==> src/rtl/cla_add_sequencer.sv <==
// cla_add_sequencer: round-robin two-requester wide adder stepped through a 4-bit carry-lookahead slice
module cla_add_sequencer #(
    parameter int WIDTH = 16
) (
    input  logic             clk,
    input  logic             rst_n,
    input  logic             req0_valid,
    output logic             req0_ready,
    input  logic [WIDTH-1:0] req0_a,
    input  logic [WIDTH-1:0] req0_b,
    input  logic             req0_cin,
    input  logic             req1_valid,
    output logic             req1_ready,
    input  logic [WIDTH-1:0] req1_a,
    input  logic [WIDTH-1:0] req1_b,
    input  logic             req1_cin,
    output logic             rsp_valid,
    input  logic             rsp_ready,
    output logic [WIDTH-1:0] rsp_sum,
    output logic             rsp_cout,
    output logic             rsp_ovf,
    output logic             rsp_id,
    output logic             busy
);
    localparam int NIB = WIDTH / 4;
    localparam int CW = NIB > 1 ? $clog2(NIB) : 1;
    localparam logic [CW-1:0] LAST = CW'(NIB - 1);
    typedef enum logic [1:0] {IDLE, RUN, DONE} state_t;
    state_t state_q;
    logic [CW-1:0] cnt_q;
    logic [WIDTH-1:0] a_q, b_q, sum_q, sum_d, rsp_sum_q;
    logic carry_q, prio_q, rsp_cout_q, rsp_ovf_q, rsp_id_q;
    logic grant_id, accept;
    logic [3:0] na, nb, g, p, ns;
    logic [4:0] c;
    // Arbitration: a lone valid wins, a tie goes to the priority pointer
    always_comb begin
        grant_id = (req0_valid && req1_valid) ? prio_q : req1_valid;
        req0_ready = rst_n && state_q == IDLE && !grant_id;
        req1_ready = rst_n && state_q == IDLE && grant_id;
        accept = state_q == IDLE && (grant_id ? req1_valid : req0_valid);
    end
    // 4-bit carry-lookahead slice on the low nibbles, and the sum register shifted in from the top
    always_comb begin
        na = a_q[3:0];
        nb = b_q[3:0];
        g = na & nb;
        p = na ^ nb;
        c[0] = carry_q;
        c[1] = g[0] | (p[0] & c[0]);
        c[2] = g[1] | (p[1] & g[0]) | (p[1] & p[0] & c[0]);
        c[3] = g[2] | (p[2] & g[1]) | (p[2] & p[1] & g[0]) | (p[2] & p[1] & p[0] & c[0]);
        c[4] = g[3] | (p[3] & g[2]) | (p[3] & p[2] & g[1]) | (p[3] & p[2] & p[1] & g[0])
             | (p[3] & p[2] & p[1] & p[0] & c[0]);
        ns = p ^ c[3:0];
        sum_d = sum_q >> 4;
        sum_d[WIDTH-1 -: 4] = ns;
    end
    // Control FSM: capture operands, step one nibble per cycle, hold the result until accepted
    always_ff @(posedge clk or negedge rst_n) begin
        if (!rst_n) begin
            state_q <= IDLE;
            cnt_q <= '0;
            a_q <= '0;
            b_q <= '0;
            sum_q <= '0;
            carry_q <= 1'b0;
            prio_q <= 1'b0;
            rsp_sum_q <= '0;
            rsp_cout_q <= 1'b0;
            rsp_ovf_q <= 1'b0;
            rsp_id_q <= 1'b0;
        end else begin
            case (state_q)
                IDLE: if (accept) begin
                    a_q <= grant_id ? req1_a : req0_a;
                    b_q <= grant_id ? req1_b : req0_b;
                    carry_q <= grant_id ? req1_cin : req0_cin;
                    rsp_id_q <= grant_id;
                    prio_q <= ~grant_id;
                    cnt_q <= '0;
                    state_q <= RUN;
                end
                RUN: begin
                    a_q <= a_q >> 4;
                    b_q <= b_q >> 4;
                    sum_q <= sum_d;
                    carry_q <= c[4];
                    cnt_q <= cnt_q + 1'b1;
                    if (cnt_q == LAST) begin
                        rsp_sum_q <= sum_d;
                        rsp_cout_q <= c[4];
                        rsp_ovf_q <= c[3] ^ c[4];
                        state_q <= DONE;
                    end
                end
                DONE: if (rsp_ready) state_q <= IDLE;
                default: state_q <= IDLE;
            endcase
        end
    end
    assign rsp_valid = state_q == DONE;
    assign busy = state_q != IDLE;
    assign rsp_sum = rsp_sum_q;
    assign rsp_cout = rsp_cout_q;
    assign rsp_ovf = rsp_ovf_q;
    assign rsp_id = rsp_id_q;
endmodule

==> config.mk <==
export PLATFORM = sky130hd
export DESIGN_NAME = cla_add_sequencer
export DESIGN_NICKNAME = d
export VERILOG_FILES = /design/src/rtl/cla_add_sequencer.sv
export SDC_FILE = /design/constraint.sdc
export NUM_CORES = 1
export LEC_CHECK = 0
export BUFFER_PORTS_ARGS = -buffer_cell sky130_fd_sc_hd__buf_2
export CAP_MARGIN = 30
export CORE_UTILIZATION = 30
export CTS_BUF_LIST = sky130_fd_sc_hd__clkbuf_8
export DETAILED_ROUTE_END_ITERATION = 6
export PLACE_DENSITY = 0.61
export SLEW_MARGIN = 25
export SYNTH_ARGS = -nofsm -noshare
export SYNTH_HDL_FRONTEND = slang
export SYNTH_SLANG_ARGS = --single-unit
export TNS_END_PERCENT = 10
==> constraint.sdc <==
create_clock -name clk -period 1.88 [get_ports clk]
set_input_delay 0.188 -clock clk [delete_from_list [all_inputs] [get_ports clk]]
set_output_delay 0.188 -clock clk [all_outputs]
set_load 0.01 [all_outputs]
==> metrics.txt <==
Reg2Reg Launch Point a_q[0]$_DFFE_PN0P_; Netlist cell types 34; initial core utilization between 30% and 40%; FF-to-FF End carry_q$_DFFE_PN0P_; slew margin rel. 46.5%; area growth from synthesis to layout 24.6%; vias ~2,800; largest net degree at the start of global routing 70; skew final 0.00515 ns; CP Launch Type flop; wire per inst between 10 and 15 um; most common cell after layout, fill and taps aside buf_2; Final Util 38.3%; Crit-path slowest cell a311o_1; port bufs 93; Final min period 1.77 ns; Ports 94; number of CTS-inserted buffers 9; outcome finished, final reports clean; Longest Clk Path Bufs 2; post-route setup TNS 0 ns; top_reg_cell synth dfrtp_1; Pleak about 2.1 nW; CP max FO 4; GR Util met3 under 10%; GRT Total Usage between 10% and 20%; most frequent cells in the layout buf_2 (92), nand2_1 (69), dfrtp_1 (69); crit path DAT between 1.5 and 2 ns; Avg Cell Area, Syn 9.72 um2; gp weighted congestion approximately 0.73; Fin Hold WS 0.0961 ns; critical path depth 5; Critical path buffers and inverters 0; Detailed Route Iter0 Violations around 110; r2r setup slk about 0.11 ns; setup bufs post-CTS 0; Seq cells post-synth 69; Fin. Hold Viols 0; Routed Antenna Nets 0; gr ovfl total 0; register area share after synthesis a little over half; Antenna diodes 0; hold_buf cts 1; CTS Sinks 69; Die W around 110 um; clk_lat worst skew ~0.34 ns; PD cells roughly 1700 mW/mm2; Mapped Nets ~420; ys async rst share between 90% and 100%; Max Cap Viol 0; WL final just under 8 mm; DP HPWL around 5.7 mm; met2 Resource Use GR 23.6%; most used routing layer met2; Rows 38; Worst Setup SP a_q[0]$_DFFE_PN0P_; Final Instance Area 0.00413 mm2; final setup fails 0; H-Tree Depth 3; Chip Height around 110 um; initial antenna violation count 1; clock root buffer master clkbuf_8; DR DRC count 0; first-pass GRT wire length ~13 mm; mapped cell area about 0.0033 mm2; CP Capture Type flop; Crit Path Class reg2reg; Critical Path End carry_q$_DFFE_PN0P_; placed cell areas roughly 0.0040 mm2; Clk pin slew, worst setup/hold paths 0.07 ns; CP max stage delay between 0.4 and 0.5 ns; vias per std cell ~4.9; Nets between 500 and 600; CTS tree yes; fmax approximately 570 MHz; fraction of layout cells with a size suffix above 1 between 20% and 30%; yosys warns 0; met1 usage about a fifth; fin crit share a little over nine tenths; vias in the first global route ~2,700; cells along the critical path ha_1 -> a21o_1 -> a311o_1 -> a211oi_1 -> a221oi_1; Die Area ~0.011 mm2; Pins Over Slew Limit 0; family with the most delay on the worst path compound AO/OA/AOI/OAI gates; worst-case vdd ir drop roughly 0.00066 V; worst hold path type in2reg; reg2reg path depth 5; core area about 0.011 mm2; CP required 2.05 ns; number of synthesized flops with an enable pin 0; Worst Tran Pin Value about 0.8 ns; unrepaired setup endpoints after global routing false; post-CTS resize count 0; Pre-antenna DRT Iters 4; post-synthesis cell count ~340
-- how the worst min path moves through the flow --
stage	cells past startpoint	to	start	slack [ns]
floorplan	0	a_q[0]$_DFFE_PN0P_	rst_n	-0.11
global placement	2	rsp_sum[0]$_DFFE_PN0P_	rst_n	0.25
detailed placement	2	sum_q[8]$_DFFE_PN0N_	rst_n	0.25
CTS	2	state_q[1]$_DFFE_PN0P_	rsp_ready	0.09
global route	2	state_q[1]$_DFFE_PN0P_	rsp_ready	0.1
finish	2	state_q[1]$_DFFE_PN0P_	rsp_ready	0.1
-- cell usage after synthesis (2+ instances only) --
cell / count / area, um2
mux2_2: 5 / 56.3
buf_4: 2 / 15.0
nand2_1: 69 / 259
buf_2: 13 / 65.1
o21ai_1: 23 / 115
o21ai_0: 34 / 170
clkbuf_1: 8 / 30.0
a21oi_1: 15 / 75.1
xor2_1: 2 / 17.5
nand2b_1: 2 / 12.5
mux2i_1: 10 / 100
mux2_1: 7 / 78.8
o22ai_1: 2 / 12.5
nor2_1: 4 / 15.0
ha_1: 5 / 62.6
dfrtp_1: 69 / 1730
a211oi_1: 25 / 188
and3_1: 24 / 150
nor3_2: 2 / 20.0
inv_1: 6 / 22.5
-- metal layers --
| layer | up-vias | share of wire (%) | wire [um] |
|---|---|---|---|
| li1 | 1375 | - | - |
| met1 | 1313 | 48 | 3780 |
| met2 | 90 | 45 | 3550 |
| met3 | 14 | 4.9 | 389 |
| met4 | 2 | 1.7 | 136 |
| met5 | - | 0.19 | 15 |
-- flip-flops by register name (all words and copies together), names as in the netlist --
signal    cells
a_q          16
sum_q        12
b_q          16
rsp_ovf       1
carry_q       1
rsp_id        1
cnt_q         2
prio_q        1
rsp_cout      1
state_q       2
rsp_sum      16
-- report_power, final --
group          leakage, nW  internal, mW  switching, mW
Combinational         1.11          1.39           1.95
Clock               0.0922         0.526          0.511
Sequential           0.853          2.23          0.390
Total                 2.06          4.14           2.85
-- per-stage QoR --
step           setup slack (ns)  instances  power [mW]
2_1_floorplan             0.231        341        5.00
3_3_place_gp              0.144        560        5.91
3_5_place_dp             0.0941        560        6.05
4_1_cts                   0.103        575        7.11
5_1_grt                 0.00980        575        7.64
6_report                  0.111        575        7.00
-- cell families (layout without fill, tap and decap cells) --
kind of cell,after synthesis,after routing,share of synthesized area [%]
buffers and inverters,30,124,4.34
DFF,69,69,52.1
muxes,22,22,7.09
adders and majority gates,6,6,2.49
and+or+nand+nor,107,107,15.1
AOI/OAI and AO/OA,104,104,18.2
xor gates and xnor gates,3,3,0.793
-- cell type report --
| type | instances | area, um2 |
|---|---|---|
| Fill cell | 1102 | 6660 |
| Sequential cell | 69 | 1730 |
| Multi-Input combinational cell | 242 | 1450 |
| Timing Repair Buffer | 104 | 591 |
| Tap cell | 140 | 175 |
| Clock buffer | 11 | 151 |
| Inverter | 6 | 22.5 |
| Clock inverter | 3 | 13.8 |
Power figures use the tool's default switching activity.
